**config.mk**
```make
export PLATFORM = sky130hd
export DESIGN_NAME = sprite_draw_engine_flat
export DESIGN_NICKNAME = d
export VERILOG_FILES = /design/src/rtl/sprite_draw_engine_pkg.sv /design/src/rtl/sprite_draw_engine_if.sv /design/src/rtl/sprite_draw_engine_box_walker.sv /design/src/rtl/sprite_draw_engine.sv /design/src/flat_wrapper.sv
export SDC_FILE = /design/constraint.sdc
export NUM_CORES = 1
export LEC_CHECK = 0
export BUFFER_PORTS_ARGS = -buffer_cell sky130_fd_sc_hd__buf_4
export CORE_AREA = 2 2 113 115
export DETAILED_ROUTE_END_ITERATION = 12
export DIE_AREA = 0 0 115 117
export GPL_TIMING_DRIVEN = 0
export PLACE_DENSITY = 0.84
export SETUP_SLACK_MARGIN = 0.5
export SYNTH_ARGS = -nofsm -noshare
export SYNTH_HDL_FRONTEND = slang
export SYNTH_SLANG_ARGS = --single-unit
```
**constraint.sdc**
```tcl
create_clock -name clk -period 13.94 [get_ports clk]
set_input_delay 3.485 -clock clk [delete_from_list [all_inputs] [get_ports clk]]
set_output_delay 3.485 -clock clk [all_outputs]
set_load 0.005 [all_outputs]
```
**src/rtl/sprite_draw_engine_pkg.sv**
```systemverilog
// Shared game package for the sprite draw engine.
// Holds object index constants, colour constants, screen bounds, coordinate widths and the
// engine FSM state type.
package sprite_draw_engine_pkg;

    localparam int unsigned X_W     = 8;  // screen x coordinate width
    localparam int unsigned Y_W     = 7;  // screen y coordinate width
    localparam int unsigned SEL_W   = 4;  // object select width
    localparam int unsigned COL_W   = 3;  // {R,G,B}
    localparam int unsigned DIM_W   = 3;  // box width/height and walk counter width
    localparam int unsigned NUM_OBJ = 6;

    localparam logic [SEL_W-1:0] OBJ_PLAYER = 4'd0;
    localparam logic [SEL_W-1:0] OBJ_ENEMY1 = 4'd1;
    localparam logic [SEL_W-1:0] OBJ_ENEMY2 = 4'd2;
    localparam logic [SEL_W-1:0] OBJ_ENEMY3 = 4'd3;
    localparam logic [SEL_W-1:0] OBJ_ENEMY4 = 4'd4;
    localparam logic [SEL_W-1:0] OBJ_BULLET = 4'd5;

    localparam logic [COL_W-1:0] COL_BLACK  = 3'b000;
    localparam logic [COL_W-1:0] COL_PLAYER = 3'b010;
    localparam logic [COL_W-1:0] COL_ENEMY  = 3'b100;
    localparam logic [COL_W-1:0] COL_BULLET = 3'b110;

    // Sized one bit wider than the coordinates so pixel sums compare without truncation.
    localparam logic [X_W:0] SCREEN_W = 9'd160;
    localparam logic [Y_W:0] SCREEN_H = 8'd120;

    typedef enum logic [2:0] {
        StIdle,
        StLatch,
        StErase,
        StDraw,
        StDone
    } state_e;

endpackage

```
**src/rtl/sprite_draw_engine_if.sv**
```systemverilog
// Sequencer/game-state <-> draw engine bundle.
// master: draw sequencer side (drives select, frame tick, object state; receives pixels/done).
// slave : draw engine side.
// Signals: draw_sel, frame_tick, player_x/y, enemy_x/y/alive, bullet_x/y/alive (to engine);
//          vga_x, vga_y, vga_colour, vga_plot, done, busy (from engine).
interface sprite_draw_engine_if;
    import sprite_draw_engine_pkg::*;

    logic [SEL_W-1:0]   draw_sel;
    logic               frame_tick;
    logic [X_W-1:0]     player_x;
    logic [Y_W-1:0]     player_y;
    logic [4*X_W-1:0]   enemy_x;
    logic [4*Y_W-1:0]   enemy_y;
    logic [3:0]         enemy_alive;
    logic [X_W-1:0]     bullet_x;
    logic [Y_W-1:0]     bullet_y;
    logic               bullet_alive;
    logic [X_W-1:0]     vga_x;
    logic [Y_W-1:0]     vga_y;
    logic [COL_W-1:0]   vga_colour;
    logic               vga_plot;
    logic               done;
    logic               busy;

    modport master (
        output draw_sel, frame_tick, player_x, player_y, enemy_x, enemy_y, enemy_alive,
               bullet_x, bullet_y, bullet_alive,
        input  vga_x, vga_y, vga_colour, vga_plot, done, busy
    );

    modport slave (
        input  draw_sel, frame_tick, player_x, player_y, enemy_x, enemy_y, enemy_alive,
               bullet_x, bullet_y, bullet_alive,
        output vga_x, vga_y, vga_colour, vga_plot, done, busy
    );

endinterface

```
**src/rtl/sprite_draw_engine_box_walker.sv**
```systemverilog
// Row-major box walker: cx runs fastest from 0..w-1, then cy advances, up to h-1.
// Ports:
//   clk, reset     clock, asynchronous active-high reset
//   start_i        zero both counters
//   step_i         advance one pixel; wraps to (0,0) after the last pixel
//   w_i, h_i       box size (>= 1)
//   cx_o, cy_o     current offsets inside the box
//   last_o         current offset is the final pixel of the box
module sprite_draw_engine_box_walker
    import sprite_draw_engine_pkg::*;
(
    input  logic             clk,
    input  logic             reset,
    input  logic             start_i,
    input  logic             step_i,
    input  logic [DIM_W-1:0] w_i,
    input  logic [DIM_W-1:0] h_i,
    output logic [DIM_W-1:0] cx_o,
    output logic [DIM_W-1:0] cy_o,
    output logic             last_o
);

    logic [DIM_W-1:0] cx_q, cx_d;
    logic [DIM_W-1:0] cy_q, cy_d;
    logic             last_col;
    logic             last_row;

    assign last_col = (cx_q == w_i - 3'd1);
    assign last_row = (cy_q == h_i - 3'd1);
    assign last_o   = last_col && last_row;
    assign cx_o     = cx_q;
    assign cy_o     = cy_q;

    always_comb begin
        cx_d = cx_q;
        cy_d = cy_q;
        if (start_i) begin
            cx_d = '0;
            cy_d = '0;
        end else if (step_i) begin
            if (last_col) begin
                cx_d = '0;
                // Wrapping after the last row lets DRAW follow ERASE without a restart.
                cy_d = last_row ? '0 : cy_q + 3'd1;
            end else begin
                cx_d = cx_q + 3'd1;
            end
        end
    end

    always_ff @(posedge clk or posedge reset) begin
        if (reset) begin
            cx_q <= '0;
            cy_q <= '0;
        end else begin
            cx_q <= cx_d;
            cy_q <= cy_d;
        end
    end

endmodule

```
**src/rtl/sprite_draw_engine.sv**
```systemverilog
// Sprite draw engine: for the object chosen by draw_sel, erases its previously drawn box in
// black, draws it at its current position, one VGA pixel write per cycle, then pulses done.
// A pass that starts at object 0 (player) waits for a frame tick.
// Ports:
//   clk, reset   clock, asynchronous active-high reset
//   bus_io       slave side of sprite_draw_engine_if (select, object state in; pixels,
//                done, busy out)
module sprite_draw_engine
    import sprite_draw_engine_pkg::*;
#(
    parameter int unsigned SPR_W = 4,
    parameter int unsigned SPR_H = 4,
    parameter int unsigned BUL_W = 1,
    parameter int unsigned BUL_H = 2
) (
    input  logic                 clk,
    input  logic                 reset,
    sprite_draw_engine_if.slave  bus_io
);

    localparam logic [DIM_W-1:0] SprWL = DIM_W'(SPR_W);
    localparam logic [DIM_W-1:0] SprHL = DIM_W'(SPR_H);
    localparam logic [DIM_W-1:0] BulWL = DIM_W'(BUL_W);
    localparam logic [DIM_W-1:0] BulHL = DIM_W'(BUL_H);

    state_e             state_q;
    logic [SEL_W-1:0]   sel_q;
    logic [X_W-1:0]     cur_x_q;
    logic [Y_W-1:0]     cur_y_q;
    logic               alive_q;
    logic [DIM_W-1:0]   w_q;
    logic [DIM_W-1:0]   h_q;
    logic [COL_W-1:0]   col_q;
    logic               frame_pend_q;
    logic [NUM_OBJ-1:0] prev_valid_q;
    logic [X_W-1:0]     prev_x_q [NUM_OBJ];
    logic [Y_W-1:0]     prev_y_q [NUM_OBJ];

    // Object mux, indexed by the select captured on IDLE->LATCH.
    logic [X_W-1:0]     obj_x;
    logic [Y_W-1:0]     obj_y;
    logic               obj_alive;
    logic [DIM_W-1:0]   obj_w;
    logic [DIM_W-1:0]   obj_h;
    logic [COL_W-1:0]   obj_col;
    logic [1:0]         en_idx;
    logic [4:0]         ey_base;
    logic               sel_ok;
    logic [2:0]         tbl_idx;
    logic               prev_hit;

    // Enemy n = sel n+1; low two select bits minus one map 1..4 onto 0..3.
    assign en_idx   = sel_q[1:0] - 2'd1;
    assign ey_base  = 5'(en_idx) * 5'd7;
    assign sel_ok   = (sel_q < SEL_W'(NUM_OBJ));
    assign tbl_idx  = sel_q[2:0];
    assign prev_hit = sel_ok && prev_valid_q[tbl_idx];

    always_comb begin
        obj_x     = '0;
        obj_y     = '0;
        obj_alive = 1'b0;
        obj_w     = SprWL;
        obj_h     = SprHL;
        obj_col   = COL_BLACK;
        case (sel_q)
            OBJ_PLAYER: begin
                obj_x     = bus_io.player_x;
                obj_y     = bus_io.player_y;
                obj_alive = 1'b1;
                obj_col   = COL_PLAYER;
            end
            OBJ_ENEMY1, OBJ_ENEMY2, OBJ_ENEMY3, OBJ_ENEMY4: begin
                obj_x     = bus_io.enemy_x[{en_idx, 3'b000} +: X_W];
                obj_y     = bus_io.enemy_y[ey_base +: Y_W];
                obj_alive = bus_io.enemy_alive[en_idx];
                obj_col   = COL_ENEMY;
            end
            OBJ_BULLET: begin
                obj_x     = bus_io.bullet_x;
                obj_y     = bus_io.bullet_y;
                obj_alive = bus_io.bullet_alive;
                obj_w     = BulWL;
                obj_h     = BulHL;
                obj_col   = COL_BULLET;
            end
            default: ;
        endcase
    end

    // Box walker shared by ERASE and DRAW.
    logic [DIM_W-1:0] cx;
    logic [DIM_W-1:0] cy;
    logic             walk_last;
    logic             walking;

    assign walking = (state_q == StErase) || (state_q == StDraw);

    sprite_draw_engine_box_walker u_walker (
        .clk     (clk),
        .reset   (reset),
        .start_i (state_q == StLatch),
        .step_i  (walking),
        .w_i     (w_q),
        .h_i     (h_q),
        .cx_o    (cx),
        .cy_o    (cy),
        .last_o  (walk_last)
    );

    always_ff @(posedge clk or posedge reset) begin
        if (reset) begin
            state_q      <= StIdle;
            sel_q        <= '0;
            cur_x_q      <= '0;
            cur_y_q      <= '0;
            alive_q      <= 1'b0;
            w_q          <= '0;
            h_q          <= '0;
            col_q        <= COL_BLACK;
            frame_pend_q <= 1'b0;
            prev_valid_q <= '0;
            for (int i = 0; i < NUM_OBJ; i++) begin
                prev_x_q[i] <= '0;
                prev_y_q[i] <= '0;
            end
        end else begin
            // A tick in the same cycle as the clear must not be lost.
            if (bus_io.frame_tick) begin
                frame_pend_q <= 1'b1;
            end else if (state_q == StLatch && sel_q == OBJ_PLAYER) begin
                frame_pend_q <= 1'b0;
            end

            case (state_q)
                StIdle: begin
                    if (bus_io.draw_sel != OBJ_PLAYER || frame_pend_q || bus_io.frame_tick) begin
                        sel_q   <= bus_io.draw_sel;
                        state_q <= StLatch;
                    end
                end
                StLatch: begin
                    cur_x_q <= obj_x;
                    cur_y_q <= obj_y;
                    alive_q <= obj_alive;
                    w_q     <= obj_w;
                    h_q     <= obj_h;
                    col_q   <= obj_col;
                    if (prev_hit) begin
                        state_q <= StErase;
                    end else if (obj_alive) begin
                        state_q <= StDraw;
                    end else begin
                        state_q <= StDone;
                    end
                end
                StErase: begin
                    if (walk_last) begin
                        state_q <= alive_q ? StDraw : StDone;
                    end
                end
                StDraw: begin
                    if (walk_last) begin
                        state_q <= StDone;
                    end
                end
                StDone: begin
                    // Invalid selects leave the table untouched.
                    if (sel_ok) begin
                        if (alive_q) begin
                            prev_x_q[tbl_idx]     <= cur_x_q;
                            prev_y_q[tbl_idx]     <= cur_y_q;
                            prev_valid_q[tbl_idx] <= 1'b1;
                        end else begin
                            prev_valid_q[tbl_idx] <= 1'b0;
                        end
                    end
                    state_q <= StIdle;
                end
                default: state_q <= StIdle;
            endcase
        end
    end

    // Pixel outputs: base + offset, sums kept one bit wide so off-screen pixels are caught.
    logic [X_W-1:0] base_x;
    logic [Y_W-1:0] base_y;
    logic [X_W:0]   sx;
    logic [Y_W:0]   sy;
    logic           in_view;

    assign base_x  = (state_q == StErase) ? prev_x_q[tbl_idx] : cur_x_q;
    assign base_y  = (state_q == StErase) ? prev_y_q[tbl_idx] : cur_y_q;
    assign sx      = {1'b0, base_x} + {6'b0, cx};
    assign sy      = {1'b0, base_y} + {5'b0, cy};
    assign in_view = (sx < SCREEN_W) && (sy < SCREEN_H);

    assign bus_io.vga_x      = walking ? sx[X_W-1:0] : '0;
    assign bus_io.vga_y      = walking ? sy[Y_W-1:0] : '0;
    assign bus_io.vga_colour = (state_q == StDraw) ? col_q : COL_BLACK;
    assign bus_io.vga_plot   = walking && in_view;
    assign bus_io.done       = (state_q == StDone);
    assign bus_io.busy       = (state_q == StLatch) || walking;

endmodule

```
**src/flat_wrapper.sv**
```systemverilog
// flat-port wrapper written by rule: the top's interface ports become plain ports
module sprite_draw_engine_flat import sprite_draw_engine_pkg::*;
#(
    parameter int unsigned SPR_W = 4,
    parameter int unsigned SPR_H = 4,
    parameter int unsigned BUL_W = 1,
    parameter int unsigned BUL_H = 2
)
  (clk, reset, bus_io_draw_sel, bus_io_frame_tick, bus_io_player_x, bus_io_player_y, bus_io_enemy_x, bus_io_enemy_y, bus_io_enemy_alive, bus_io_bullet_x, bus_io_bullet_y, bus_io_bullet_alive, bus_io_vga_x, bus_io_vga_y, bus_io_vga_colour, bus_io_vga_plot, bus_io_done, bus_io_busy);
  sprite_draw_engine_if bus_io_i ();
  input  logic clk;
  input  logic reset;
  input wire logic [$bits(bus_io_i.draw_sel)-1:0] bus_io_draw_sel;
  input wire logic [$bits(bus_io_i.frame_tick)-1:0] bus_io_frame_tick;
  input wire logic [$bits(bus_io_i.player_x)-1:0] bus_io_player_x;
  input wire logic [$bits(bus_io_i.player_y)-1:0] bus_io_player_y;
  input wire logic [$bits(bus_io_i.enemy_x)-1:0] bus_io_enemy_x;
  input wire logic [$bits(bus_io_i.enemy_y)-1:0] bus_io_enemy_y;
  input wire logic [$bits(bus_io_i.enemy_alive)-1:0] bus_io_enemy_alive;
  input wire logic [$bits(bus_io_i.bullet_x)-1:0] bus_io_bullet_x;
  input wire logic [$bits(bus_io_i.bullet_y)-1:0] bus_io_bullet_y;
  input wire logic [$bits(bus_io_i.bullet_alive)-1:0] bus_io_bullet_alive;
  output wire logic [$bits(bus_io_i.vga_x)-1:0] bus_io_vga_x;
  output wire logic [$bits(bus_io_i.vga_y)-1:0] bus_io_vga_y;
  output wire logic [$bits(bus_io_i.vga_colour)-1:0] bus_io_vga_colour;
  output wire logic [$bits(bus_io_i.vga_plot)-1:0] bus_io_vga_plot;
  output wire logic [$bits(bus_io_i.done)-1:0] bus_io_done;
  output wire logic [$bits(bus_io_i.busy)-1:0] bus_io_busy;
  assign bus_io_i.draw_sel = bus_io_draw_sel;
  assign bus_io_i.frame_tick = bus_io_frame_tick;
  assign bus_io_i.player_x = bus_io_player_x;
  assign bus_io_i.player_y = bus_io_player_y;
  assign bus_io_i.enemy_x = bus_io_enemy_x;
  assign bus_io_i.enemy_y = bus_io_enemy_y;
  assign bus_io_i.enemy_alive = bus_io_enemy_alive;
  assign bus_io_i.bullet_x = bus_io_bullet_x;
  assign bus_io_i.bullet_y = bus_io_bullet_y;
  assign bus_io_i.bullet_alive = bus_io_bullet_alive;
  assign bus_io_vga_x = bus_io_i.vga_x;
  assign bus_io_vga_y = bus_io_i.vga_y;
  assign bus_io_vga_colour = bus_io_i.vga_colour;
  assign bus_io_vga_plot = bus_io_i.vga_plot;
  assign bus_io_done = bus_io_i.done;
  assign bus_io_busy = bus_io_i.busy;
  sprite_draw_engine #(.SPR_W(SPR_W), .SPR_H(SPR_H), .BUL_W(BUL_W), .BUL_H(BUL_H)) u_core (.clk(clk), .reset(reset), .bus_io(bus_io_i));
endmodule
```
* After elaboration in Yosys (flattened, before gate mapping)
Cells that the tools add are included.
** Storage, ports and cells
- Input port bits :: 102
- Logic and storage cells :: 129
- Register bits after elaboration :: 135
- Output and inout bits :: 21
** Operators by class
- Equal/unequal tests :: 14
- Multipliers :: 1
- Shifts and indexed selects :: 2
- Bitwise gates (word level) :: 4
- Mux-type cells :: 46
- Magnitude comparators :: 8
- Reductions and logical operators :: 23
- $add $sub $neg :: 7
** Operators with widths (count)
- $bwmux W48 :: 1
- $mux W3 :: 16
- $bwmux W42 :: 1
- $mux W8 :: 5
- $mux W7 :: 5
- $shiftx A32 B6 Y8 :: 1
- $shiftx A28 B6 Y7 :: 1
- $bmux W8 S3 :: 1
- $demux W8 S3 :: 1
- $pmux W8 S3 :: 1
- $bmux W7 S3 :: 1
- $demux W7 S3 :: 1
- $pmux W7 S3 :: 1
- $pmux W3 S4 :: 1
- $add A8 B3 Y9 :: 1
- $lt A9 B8 Y1 const B :: 1
- $pmux W3 S3 :: 1
- $add A7 B3 Y8 :: 1
- $eq A4 B2 Y1 const B :: 2
- $eq A4 B3 Y1 const B :: 2
- $lt A8 B7 Y1 const B :: 1
- $logic_and A1 B1 Y1 :: 7
- $add A3 B1 Y3 const B :: 2
- $and A6 B6 Y6 :: 1
- other kinds (33) :: 49

* Longest topological paths before layout
Gate-level depths: netlist (run 1).
- Depth in word-level cells :: 9
- Depth in mapped cells :: 14

* By module
A second synthesis (run 1) with hierarchy kept.
** Second synthesis, totals
- Cells, all modules :: 643
- Area, all modules :: 7452.1 µm²
** By module, submodules not included
- sprite_draw_engine :: seq. area each 3103.0 µm², times used 1, area each 7001.7 µm², cells an instance 594
- sprite_draw_engine_box_walker :: seq. area each 150.1 µm², times used 1, area each 450.4 µm², cells an instance 49

* Worst setup path before layout (run 1)
Ideal clock, no wire load.
- Path type :: register to output
- From :: register u_core.sel_q[0]
- To :: output bus_io_vga_plot
- Data arrival time :: 3.278 ns
- Stages on the path, launching flop included :: 14
- Slack :: 7.177 ns
- Buffers on the path :: 4
- Cell sequence :: dfrtp_1 -> buf_6 -> buf_8 -> buf_6 -> buf_6 -> mux4_2 -> a221oi_1 -> nor2_1 -> ha_1 -> fa_1 -> a21oi_1 -> nor2_1 -> or3_1 -> a311oi_2
** On the way
- Longest elaborated chain between the ends :: 9
** RTL lines
- start, declared :: RTL line sprite_draw_engine.sv:27 : logic [SEL_W-1:0] sel_q;
- start signal, assigned :: RTL line sprite_draw_engine.sv:138 : sel_q <= bus_io.draw_sel;
- $not A3 Y4 (not written as such) * :: RTL line sprite_draw_engine.sv:192, sprite_draw_engine.sv:193
- $bmux W8 S3 / $bmux W7 S3 (equally long branches) :: RTL line sprite_draw_engine.sv:192, sprite_draw_engine.sv:193
- $mux W8 (not written as such) / $mux W7 (equally long branches) (2 in a row) :: RTL line sprite_draw_engine.sv:192, sprite_draw_engine.sv:193
- $mux W8 / $mux W7 (equally long branches) :: RTL line sprite_draw_engine.sv:192, sprite_draw_engine.sv:193
- $add A8 B3 Y9 / $add A7 B3 Y8 (equally long branches) :: RTL line sprite_draw_engine.sv:194, sprite_draw_engine.sv:195
- $lt A9 B8 Y1 / $lt A8 B7 Y1 (equally long branches) :: RTL line sprite_draw_engine.sv:196 : assign in_view = (sx < SCREEN_W) && (sy < SCREEN_H);
- $logic_and A1 B1 Y1 * :: RTL line sprite_draw_engine.sv:196
- $logic_and A1 B1 Y1 * :: RTL line sprite_draw_engine.sv:201 : assign bus_io.vga_plot = walking && in_view;
- end, declared :: RTL line flat_wrapper.sv:26 : output wire logic [$bits(bus_io_i.vga_plot)-1:0] bus_io_vga_plot;
Every way passes the cells marked *; elsewhere a longest branch is shown, timed or not. The select of a mux whose other input is x is not followed.

* Worst setup path after layout (run 1)
- From :: register u_core.sel_q[1]
- To :: output bus_io_vga_plot
Same word-level chain as after synthesis.

==> results of run 1 <==
[how the worst max path moves through the flow]
stage / depth (start not counted) / endpoint / start
after CTS: 12 / bus_io_vga_plot / u_core.sel_q[1]$_DFFE_PP0P_
after detailed placement: 14 / bus_io_vga_plot / u_core.sel_q[0]$_DFFE_PP0P_
after global routing: 12 / bus_io_vga_plot / u_core.sel_q[1]$_DFFE_PP0P_
final: 12 / bus_io_vga_plot / u_core.sel_q[1]$_DFFE_PP0P_
after global placement: 2 / u_core.prev_x_q[44]$_DFFE_PP0P_ / reset
after floorplan: 1 / asynchronous set/reset pin / reset
[metrics by stage]
step / std cells / total power, mW
floorplan: 603 / 0.396
global placement: 874 / 0.421
detailed placement: 875 / 0.423
CTS: 907 / 0.913
global route: 907 / 0.928
finish: 907 / 0.910
[synth_stat cells, types with 4 or more instances]
library cell,instances,share of area [%]
and3_1,4,0.34
nor2b_1,5,0.43
buf_2,12,0.82
a222oi_1,18,2.5
clkbuf_1,18,0.92
buf_6,8,1.2
mux4_2,24,7.4
nor2_1,36,1.8
a21oi_1,14,0.96
nor4_1,5,0.43
dfrtp_1,130,44
xor2_1,6,0.72
nand2_1,51,2.6
inv_1,4,0.21
mux2_2,110,17
mux2_1,6,0.92
xnor2_1,6,0.72
o31ai_1,5,0.51
mux2i_1,5,0.68
a221oi_1,9,1.1
o21ai_0,29,2.0
ha_1,12,2.1
nor3_1,4,0.27
a21o_1,6,0.62
and2_1,5,0.43
a22o_1,6,0.72
[sequential cells by signal, indices dropped and copies added (netlist names), named ones only]
signal / cells
u_core.alive_q: 1
u_core.u_walker.cy_o: 3
u_core.frame_pend_q: 1
u_core.prev_y_q: 42
u_core.cur_x_q: 8
u_core.w_q: 2
u_core.state_q: 3
u_core.col_q: 2
u_core.u_walker.cx_o: 3
u_core.prev_x_q: 48
u_core.cur_y_q: 7
u_core.sel_q: 4
[cell type report]
cell class	instances	area [µm²]
Tap cell	150	188
Clock inverter	14	225
Fill cell	799	3220
Sequential cell	130	3250
Inverter	6	27.5
Clock buffer	18	429
Timing Repair Buffer	122	936
Multi-Input combinational cell	425	3780
Buffer	42	251
[per-layer routing]
layer,wire length (µm),vias to the layer above,share of wire (%)
met2,10700,296,51
li1,-,2568,-
met5,0,-,0
met4,1050,0,5.0
met3,1260,63,6.1
met1,7770,2974,37
[critical path: cells and delay by family (launching register included)]
family	cells	cell delay, ns
adders and majority gates	2	0.69
DFF	1	0.59
and+or+nand+nor	3	0.56
AOI/OAI and AO/OA	3	0.91
muxes	1	0.41
buffers and inverters	3	0.95
[power by group]
group | switching [mW] | internal, mW
sequential | 0.00000000000000000498 | 0.377
clock | 0.175 | 0.319
combinational | 0.0146 | 0.0235
[cells by family after synthesis]
family                   Yosys count
flip-flops                       130
AND/OR/NAND/NOR                  138
other                              1
buffers and inverters             48
adder cells (fa/ha/maj)           14
XOR/XNOR                          12
AO/OA/AOI/OAI                    114
multiplexers                     146
==> impl_metrics.tcl, run 1 <==
set metrics [dict create \
    status "finished clean" \
    place_area_mm2 0.00844 \
    grtUsageTotal_pct 32.4 \
    hold_ws_ns 0.469 \
    synth_cell_types 64 \
    start_util_pct 59.4 \
    grt_util_met2_pct 55.9 \
    cts_hold_buffers 0 \
    cap_violations 0 \
    critPathMaxStageDelay_ns 0.59 \
    leakage_nw 4.43 \
    rr_worst_depth 10 \
    synth-async-reset-ratio_pct 100 \
    grt_pass1_vias 6158 \
    dieWidth_um 115 \
    grt_pass1_wl_mm 32.1 \
    hold_start "u_core.col_q[1]$_DFFE_PP0N_" \
    synth_compound_area_share_pct 11.9 \
    antenna_cells 0 \
    syn_area_per_cell_um2 12.1 \
    finalSetupViolations 0 \
    rows 41 \
    cts.path.max_buffers 2 \
    r2r_start "u_core.sel_q[0]$_DFFE_PP0P_" \
    final_util_pct 73.9 \
    hold_viol_final 0 \
    vias_per_cell 6.51 \
    fin_ws_ns 5.91 \
    synth_fa_ha_area_share_pct 2.60 \
    mostFrequentLayoutCells "dfrtp_1, buf_4, mux2_2, nand2_1, nor2_1" \
    cp_data_arrival_time_ns 4.54 \
    ff2ff_setup_slack_ns 10.66 \
    required_ns 10.45 \
    antenna_found_initial 0 \
    cts_setup_buffers 0 \
    port_buffers 121 \
    htreeDepth 4 \
    ctsResizeCount 0 \
    synth-xor-area-share_pct 1.44 \
    synth-simple-area-share_pct 9.50 \
    tightest_slew_ns 0.716 \
    die_h_um 117 \
    die-area_mm2 0.0135 \
    ant_nets 0 \
    hpwl_mm 14.9 \
    grt_setup_unrepaired "false" \
    drtIter0Drc 608 \
    path_max_fanout 10 \
    ir_worst_vdd_v 0.0000932 \
    busiest_layer "met2" \
    max_freq_mhz 125 \
    worstSetupEndpointType "output port" \
    final_area_mm2 0.00909 \
    setup.worst_path.start_class "register" \
    fin_crit_sh_pct 57.6 \
    muxShareOfSynthArea_pct 26.3 \
    cp_cell_sequence "buf_6, clkbuf_1, mux4_2, a221oi_1, nor2_1, ha_1, fa_1, a21oi_1, nor2_1, or3_1, a311oi_2, buf_4" \
    gr-usage-met3_pct 6.02 \
    criticalPathCategory "register to output port" \
    hold_end "u_core.col_q[1]$_DFFE_PP0N_" \
    slowest_stage "dfrtp_1" \
    area_growth_pct 24.4 \
    routedWlPerCell_um 22.9 \
    root_buffer "clkbuf_16" \
    io_pins 123 \
    insertion_delay_ns 0.42 \
    fin_setup_tns_ns 0 \
    grt_max_degree 71 \
    cts_buffers 17 \
    ys_seq_area_share_pct 44.5 \
    r2r-end "u_core.cur_x_q[2]$_DFFE_PP0N_" \
    routed-via-count 5901 \
    holdPathStages 2 \
    drive_above_1_share_pct 43.9 \
    cts_sinks 130 \
    cp_common_cell "nor2_1" \
    post-place-ws_ns 6.55 \
    met1_usage_pct 38.6 \
    worstHoldPathType "register to register" \
    wl_mm 20.8 \
    gp_congestion 0.934 \
    yosys_warnings 0 \
    syn_inst 603 \
    drt_first_pass_iters 5 \
    synth_edf_count 0 \
    synth_seq_cells 130 \
    synthFlopType "dfrtp_1" \
    period_minus_slack_ns 8.03 \
    final_common_cell "dfrtp_1" \
    netlist_area_mm2 0.00731 \
    synth_top_family_by_area "multiplexers" \
    core_mm2 0.0123 \
    path_clk_slew_ns 0.06 \
    nets 860 \
    p_per_area_mw_per_mm2 100 \
    syn_nets 719 \
    drc 0 \
    cts_tree "built" \
    drv_slew 0 \
    finalClockSkew_ns 0.00784 \
    grt-ovfl-total 0 \
    slew_headroom_pct 52.3 \
]
(Power assumes the default switching activity.)
==> run 2: changes to the inputs <==
- CORE_AREA: 2 2 113 115 -> 2 2 117 119
- DIE_AREA: 0 0 115 117 -> 0 0 119 121
- PLACE_DENSITY: 0.84 -> 0.79
- clock period: 13.94 -> 7.4 ns (I/O delays scaled with it)
==> impl_metrics.tcl, run 2 (synthesis results as in run 1) <==
set metrics [dict create \
    status "finished clean" \
    drtIter0Drc 666 \
    cts_setup_buffers 0 \
    cts_buffers 17 \
    die-area_mm2 0.0144 \
    drv_slew 0 \
    die_h_um 121 \
    wl_mm 21.2 \
    ant_nets 0 \
    hold_start "u_core.col_q[2]$_DFFE_PP0N_" \
    io_pins 123 \
    routed-via-count 5929 \
    area_growth_pct 24.3 \
    port_buffers 121 \
    post-place-cells 901 \
    gp_congestion 0.865 \
    cts.path.max_buffers 2 \
    worstHoldPathType "register to register" \
    vias_per_cell 6.36 \
    max_freq_mhz 158 \
    cts_tree "built" \
    path_clk_slew_ns 0.06 \
    rows 42 \
    finalNonFillerCells 932 \
    leakage_nw 4.41 \
    cts_hold_buffers 0 \
    slew_headroom_pct 49.2 \
    r2r_start "u_core.sel_q[0]$_DFFE_PP0P_" \
    p_per_area_mw_per_mm2 183 \
    period_minus_slack_ns 6.34 \
    grt_pass1_wl_mm 32.7 \
    worstSetupEndpointType "output port" \
    dieWidth_um 119 \
    tightest_slew_ns 0.756 \
    grt_pass1_vias 6215 \
    cp_data_arrival_time_ns 4.49 \
    hold_end "u_core.col_q[2]$_DFFE_PP0N_" \
    critPathLaunch "u_core.sel_q[1]$_DFFE_PP0P_" \
    grt_max_degree 91 \
    fin_crit_sh_pct 85.7 \
    grtUsageTotal_pct 30.0 \
    largest_reg_flops 48 \
    cap_violations 0 \
    core_mm2 0.0131 \
    ff2ff_setup_slack_ns 4.09 \
    mostFrequentLayoutCells "dfrtp_1, buf_4, mux2_2, nand2_1, nor2_1" \
    rr_worst_depth 10 \
    final_area_mm2 0.00909 \
    routedWlPerCell_um 22.7 \
    grt-ovfl-total 0 \
    root_buffer "clkbuf_16" \
    final_common_cell "dfrtp_1" \
    cts_sinks 130 \
    insertion_delay_ns 0.42 \
    start_util_pct 55.9 \
    htreeDepth 4 \
    ctsResizeCount 0 \
    r2r-end "u_core.cur_x_q[7]$_DFFE_PP0N_" \
    antenna_cells 0 \
    place_area_mm2 0.00847 \
    post-place-ws_ns 1.56 \
    ir_worst_vdd_v 0.000165 \
    finalClockSkew_ns 0.00843 \
    fin_setup_tns_ns 0 \
    drt_first_pass_iters 8 \
    required_ns 5.55 \
    finalSetupViolations 0 \
    holdPathStages 2 \
    grt_setup_unrepaired "false" \
    path_max_fanout 10 \
    setup.worst_path.start_class "register" \
    hold_ws_ns 0.461 \
    nets 860 \
    drc 0 \
    fin_ws_ns 1.06 \
    criticalPathCategory "register to output port" \
    hold_viol_final 0 \
    reg_top3 "u_core.prev_x_q: 48 flops, u_core.prev_y_q: 42 flops, u_core.cur_x_q: 8 flops" \
    hpwl_mm 14.9 \
    top_register "u_core.prev_x_q" \
    drive_above_1_share_pct 43.8 \
    antenna_found_initial 0 \
]
-- run 2: cell types whose count changed in the layout (fill, tap and decap cells not counted) --
cell / change
clkinv_2: +2
inv_6: -2
bufinv_16: -1
clkinv_4: -1
clkinvlp_4: +1
-- run 2: worst max-delay path by stage --
stage,end,slack (ns),cells past startpoint
after global routing,bus_io_vga_plot,0.89,13
after CTS,bus_io_vga_plot,1.12,12
after floorplan,asynchronous set/reset pin,2.08,1
after detailed placement,bus_io_vga_plot,1.56,12
after global placement,u_core.frame_pend_q$_DFFE_PP0P_,0.94,2
final,bus_io_vga_plot,1.06,12
-- run 2: where the power goes --
group / switching [mW] / total [mW] / internal (mW)
clock network: 0.315 / 0.876 / 0.562
logic: 0.0276 / 0.0718 / 0.0442
registers: 0.00000000000000000752 / 0.711 / 0.711
-- run 2: critical path, stage by stage (launching register included) --
cell and delay (ns):
dfrtp_1 0.57, buf_6 0.24, clkbuf_1 0.57, mux4_2 0.42, a221oi_1 0.30, nor2_1 0.14, ha_1 0.26, fa_1 0.44
a21oi_1 0.31, nor2_1 0.06, or3_1 0.33, a311oi_2 0.27, buf_4 0.16
-- run 2: through the flow --
stage               utilization [%]  power (mW)
floorplan                         -       0.745
global placement               64.5       0.792
detailed placement             64.7       0.796
CTS                            69.4        1.66
global route                   69.4        1.70
finish                         69.4        1.66
-- run 2: area by class of cell --
class | instances | area (µm²)
inverter | 6 | 27.5
fill | 895 | 4000
clock buffer | 18 | 429
buffer | 42 | 251
timing repair buffer | 122 | 936
tap | 176 | 220
sequential | 130 | 3250
clock inverter | 13 | 186
multi-input combinational | 425 | 3780
-- run 2: layer usage --
metal | global-route usage, % | wire length [µm]
met4 | 9.97 | 618
met3 | 4.70 | 1510
met5 | 0 | 0
met2 | 54.3 | 10900
met1 | 36.8 | 8130
